$ cat src/rtl/uart_tx_fifo.sv
`timescale 1ns/1ps
// uart_tx_fifo: circular byte FIFO that feeds UART_TX one byte at a time.
// Ports:
//   i_CLK, i_RESET       clock, async active-high reset
//   i_WR_EN, i_WR_DATA   host write port, one byte per cycle
//   o_FULL, o_EMPTY      FIFO occupancy flags
//   o_COUNT              stored bytes (excludes the byte handed to UART_TX)
//   o_OVERFLOW           one-cycle pulse after a dropped write
//   o_IDLE               nothing stored and nothing in flight
//   o_tx_DATA_READY      request to UART_TX
//   o_tx_DATA            registered byte to UART_TX
//   i_tx_BUSY, i_tx_DONE status from UART_TX
module uart_tx_fifo #(
  parameter int DEPTH  = 16,
  parameter int ADDR_W = 4
) (
  input  logic              i_CLK,
  input  logic              i_RESET,
  input  logic              i_WR_EN,
  input  logic [7:0]        i_WR_DATA,
  output logic              o_FULL,
  output logic              o_EMPTY,
  output logic [ADDR_W:0]   o_COUNT,
  output logic              o_OVERFLOW,
  output logic              o_IDLE,
  output logic              o_tx_DATA_READY,
  output logic [7:0]        o_tx_DATA,
  input  logic              i_tx_BUSY,
  input  logic              i_tx_DONE
);

  typedef enum logic [1:0] {
    IDLE,
    REQ,
    WAIT_DONE
  } state_t;

  localparam logic [ADDR_W:0]   FULL_CNT = (ADDR_W+1)'(DEPTH);
  localparam logic [ADDR_W:0]   CNT_ONE  = 1;
  localparam logic [ADDR_W-1:0] PTR_ONE  = 1;

  logic [7:0]        mem [DEPTH];
  logic [ADDR_W-1:0] wr_ptr;
  logic [ADDR_W-1:0] rd_ptr;
  logic [ADDR_W:0]   count_q;
  state_t            state_q;
  state_t            state_d;
  logic              dr_q;
  logic              dr_d;
  logic [7:0]        data_q;
  logic              ovf_q;
  logic              pop;
  logic              full_now;
  logic              wr_acc;

  // Fullness is judged on the pre-edge count, so a write
  // while full is dropped even if a pop frees a slot.
  assign full_now = (count_q == FULL_CNT);
  assign wr_acc   = i_WR_EN && !full_now;

  always_comb begin
    state_d = state_q;
    dr_d    = dr_q;
    pop     = 1'b0;
    unique case (state_q)
      IDLE: begin
        if (count_q != '0 && !i_tx_BUSY) begin
          pop     = 1'b1;
          dr_d    = 1'b1;
          state_d = REQ;
        end
      end
      REQ: begin
        if (i_tx_BUSY) begin
          dr_d    = 1'b0;
          state_d = WAIT_DONE;
        end
      end
      WAIT_DONE: begin
        if (i_tx_DONE || !i_tx_BUSY) begin
          state_d = IDLE;
        end
      end
      default: begin
        state_d = IDLE;
        dr_d    = 1'b0;
      end
    endcase
  end

  always_ff @(posedge i_CLK or posedge i_RESET) begin
    if (i_RESET) begin
      state_q <= IDLE;
      dr_q    <= 1'b0;
    end else begin
      state_q <= state_d;
      dr_q    <= dr_d;
    end
  end

  always_ff @(posedge i_CLK) begin
    if (wr_acc) begin
      mem[wr_ptr] <= i_WR_DATA;
    end
  end

  always_ff @(posedge i_CLK or posedge i_RESET) begin
    if (i_RESET) begin
      wr_ptr  <= '0;
      rd_ptr  <= '0;
      count_q <= '0;
      data_q  <= 8'h00;
      ovf_q   <= 1'b0;
    end else begin
      ovf_q <= i_WR_EN && full_now;
      if (wr_acc) begin
        wr_ptr <= wr_ptr + PTR_ONE;
      end
      if (pop) begin
        data_q <= mem[rd_ptr];
        rd_ptr <= rd_ptr + PTR_ONE;
      end
      unique case ({wr_acc, pop})
        2'b10:   count_q <= count_q + CNT_ONE;
        2'b01:   count_q <= count_q - CNT_ONE;
        default: count_q <= count_q;
      endcase
    end
  end

  assign o_FULL          = full_now;
  assign o_EMPTY         = (count_q == '0);
  assign o_COUNT         = count_q;
  assign o_OVERFLOW      = ovf_q;
  assign o_IDLE          = (state_q == IDLE) && (count_q == '0);
  assign o_tx_DATA_READY = dr_q;
  assign o_tx_DATA       = data_q;

endmodule

$ cat config.mk
export PLATFORM = sky130hd
export DESIGN_NAME = uart_tx_fifo
export DESIGN_NICKNAME = d
export VERILOG_FILES = /design/src/rtl/uart_tx_fifo.sv
export SDC_FILE = /design/constraint.sdc
export NUM_CORES = 1
export LEC_CHECK = 0
export ABC_AREA = 1
export CORE_ASPECT_RATIO = 1.4
export CORE_UTILIZATION = 40
export CTS_CLUSTER_SIZE = 14
export DETAILED_ROUTE_END_ITERATION = 10
export DONT_BUFFER_PORTS = 1
export PLACE_DENSITY = 0.54
export SETUP_SLACK_MARGIN = 0.15
export SYNTH_ARGS = -nofsm -noshare
export SYNTH_HDL_FRONTEND = slang
export SYNTH_SLANG_ARGS = --single-unit
$ cat constraint.sdc
create_clock -name i_CLK -period 4.33 [get_ports i_CLK]
set_input_delay 0.866 -clock i_CLK [delete_from_list [all_inputs] [get_ports i_CLK]]
set_output_delay 0.866 -clock i_CLK [all_outputs]
set_load 0.03 [all_outputs]
==> summary.md <==
| Metric | Value |
|---|---|
| Total power | `roughly 5.2 mW` |
| Worst Skew | `about 0.012 ns` |
| Final wirelength | `roughly 14 mm` |
| Clock slew at reported path FFs | `roughly 0.06 ns` |
| Met2 usage | `32.33%` |
| Final worst path period share | `between 60% and 70%` |
| Worst slew pin tran | `around 1.1 ns` |
| Commonest non-fill, non-tap cells in the layout | `nand2_1 (223), edfxtp_1 (128), inv_1 (119)` |
| Synth Register Bits | `about 150` |
| CTS tree | `done` |
| Arrival time worst endpoint | `3.13 ns` |
| Fmax | `359.3 MHz` |
| First-pass GRT wire length | `between 20 and 25 mm` |
| Outcome | `finished clean` |
| Syn Area/Cell | `slightly below 10 um^2` |
| GPL Wtd Cong | `between 0.8 and 0.9` |
| Total die area | `approximately 18000 um^2` |
| Count of cell types in the netlist | `24` |
| H-tree depth | `4` |
| Hold Fails Final Rpt | `0` |
| Antenna violation net count after detailed routing | `0` |
| Synth Area in Compound Gates | `0.8774%` |
| Simple-gate area share of the yosys netlist | `21.66%` |
| Post-CTS Setup Inserts | `0` |
| PD cells | `a little under 700 nW/um^2` |
| RSZ-0062 raised after global routing | `no` |
| Synth top area share | `about 56%` |
| Root buffer cell | `clkbuf_16` |
| Met3 usage | `between 3 and 4%` |
| Drt wl/cell | `about 16 um` |
| Boundary pin count | `31` |
| Pleak | `~3.4 nW` |
| Leading post-synthesis cells by cell area | `edfxtp_1 (56%), nand2_1 (12%), dfrtp_1 (9.1%)` |
| Post-synthesis xor/xnor area fraction | `under 10%` |
| Seq/Total Area, Yosys | `65.29%` |
| Grt peak-use layer | `met2` |
| Die Span X | `112.6 um` |
| Largest family of logic cells by synthesized area | `simple AND/OR/NAND/NOR gates` |
| Row cnt | `56` |
| Slew headroom | `24.29%` |
| Worst Setup Path Type | `reg -> reg` |
| Crit. End Element | `register` |
| Die Y | `between 150 and 200 um` |
| P&R area growth vs syn | `11.15%` |
| Starting DRT DRC Count | `240` |
| CTS resizes | `0` |
| Fin crit period | `about 2.8 ns` |
| Final TNS setup | `0 ns` |
| Post-Syn Instances | `just under 700` |
| Worst Setup Start Kind | `register` |
| # DRC | `0` |
| HP Class | `in -> reg` |
| Syn_nets | `710` |
| Via count | `around 4400` |
| Placeable Area | `16750 um^2` |
| Total GRT Usage | `between 10% and 20%` |
| CP max FO | `16` |
| Total congestion overflow | `0` |
| Drt pass-1 iters | `4` |
| Layout cells sized above 1 | `under 10%` |
| Clk_lat worst skew | `just over 0.4 ns` |
| Post-synth top area cell | `edfxtp_1` |
| # Max-Cap Violations | `0` |
| Nets | `a little over 700` |
| Commonest non-fill, non-tap cell in the layout | `nand2_1` |
| Peak VDD IR | `roughly 0.00033 V` |
| # hold bufs at CTS | `0` |
| Max clock buf depth | `2` |
| Number of global-route vias before repair | `~4300` |
| CTS Buf Count | `17` |
| Number of diodes | `0` |
| Largest net degree at the start of global routing | `67` |
| HPWL after detailed placement | `about 9.4 mm` |
| Final setup violation count | `0` |
| Critical path required time | `between 4 and 5 ns` |
| Vias per cell | `4.872` |
| Mux contribution to synthesized area | `0%` |
| Slew Viols, Final | `0` |
| Clock sinks | `roughly 150` |
| Ys Warns | `0` |
| Area share of fa/ha/maj cells after synthesis | `1.645%` |
| Met1 Track Usage GR | `between 10% and 20%` |
| Port Buffers | `0` |
| Mapped Area | `6845 um^2` |
| Initial antenna violation count | `0` |
| Initial Utilization | `between 40% and 50%` |
==> registers in the layout, summed over array words and instances (netlist names) <==
name	count
o_OVERFLOW	1
mem	128
o_tx_DATA	8
rd_ptr	4
state_q	2
o_tx_DATA_READY	1
o_COUNT	5
wr_ptr	4
==> routing by layer <==
layer / vias up / part of all wire (%) / wire [um]
li1: 2204 / - / -
met1: 2120 / 41 / 5926
met2: 70 / 54 / 7809
met3: 10 / 2.6 / 371
met4: 0 / 2.4 / 348
met5: - / 0 / 0
==> worst max-delay path, stage by stage, from the launching register on <==
cell     delay, ns
dfrtp_1       0.56
inv_1         0.15
nand4_1       0.19
nand2_1       0.13
nor2_4        0.33
ha_1          0.36
xor2_1        0.24
ha_1          0.19
inv_1         0.04
nand2_1       0.10
nand3_1       0.09
nand2_1       0.08
xor2_1        0.14
nand2_1       0.06
nand2_1       0.05
==> synthesized netlist by cell type, drive strengths merged <==
master  instances
nand2         225
edfxtp        128
inv           125
nand3         102
buf            26
dfrtp          25
nor3           13
nor2           10
ha              9
xor2            9
o21ai           7
a21oi           2
nand4           2
a21boi          1
clkbuf          1
clkinv          1
o21bai          1
xnor2           1
==> final timing paths <==
kind,end,slack (ns),cells after the start,start
worst max-delay path,o_COUNT[4],1.55,14,o_COUNT[2]
worst min-delay path,mem[9][1],0.54,0,i_WR_DATA[1]
worst min register to register,state_q[1],0.57,3,state_q[1]
min in group asynchronous,o_COUNT[0],0.58,1,i_RESET
max in group asynchronous,rd_ptr[0],3.07,1,i_RESET
worst max register to register,o_COUNT[4],1.55,14,o_COUNT[2]
==> per-stage QoR <==
step,instance area [um^2],hold slack [ns],setup slack [ns],instances,util (%)
floorplan,6845,0.5174,1.862,688,-
global placement,7005,0.5343,1.637,872,41.83
detailed placement,7005,0.5620,1.563,872,41.83
CTS,7609,0.5287,1.538,904,45.43
global route,7609,0.5186,1.334,904,45.43
finish,7609,0.5448,1.547,904,45.43
==> final cells by class <==
type	instances	area (um^2)
clock buffer	18	429.2
clock inverter	14	173.9
fill	1586	9138
inverter	126	473.0
multi-input combinational	382	1748
sequential	153	4471
tap	203	254.0
timing repair buffer	8	60.06
==> cells by family after synthesis <==
group | count (synthesis)
buffers and inverters | 153
XOR/XNOR | 10
flip-flops | 153
AND/OR/NAND/NOR | 352
adder cells (fa/ha/maj) | 9
AO/OA/AOI/OAI | 11
==> power breakdown <==
group	switching [mW]	internal, mW
Combinational	1.10	0.465
Clock	0.576	0.910
Sequential	0.288	1.83
Total	1.96	3.20
Note: power is estimated with default switching activity, not from simulation.
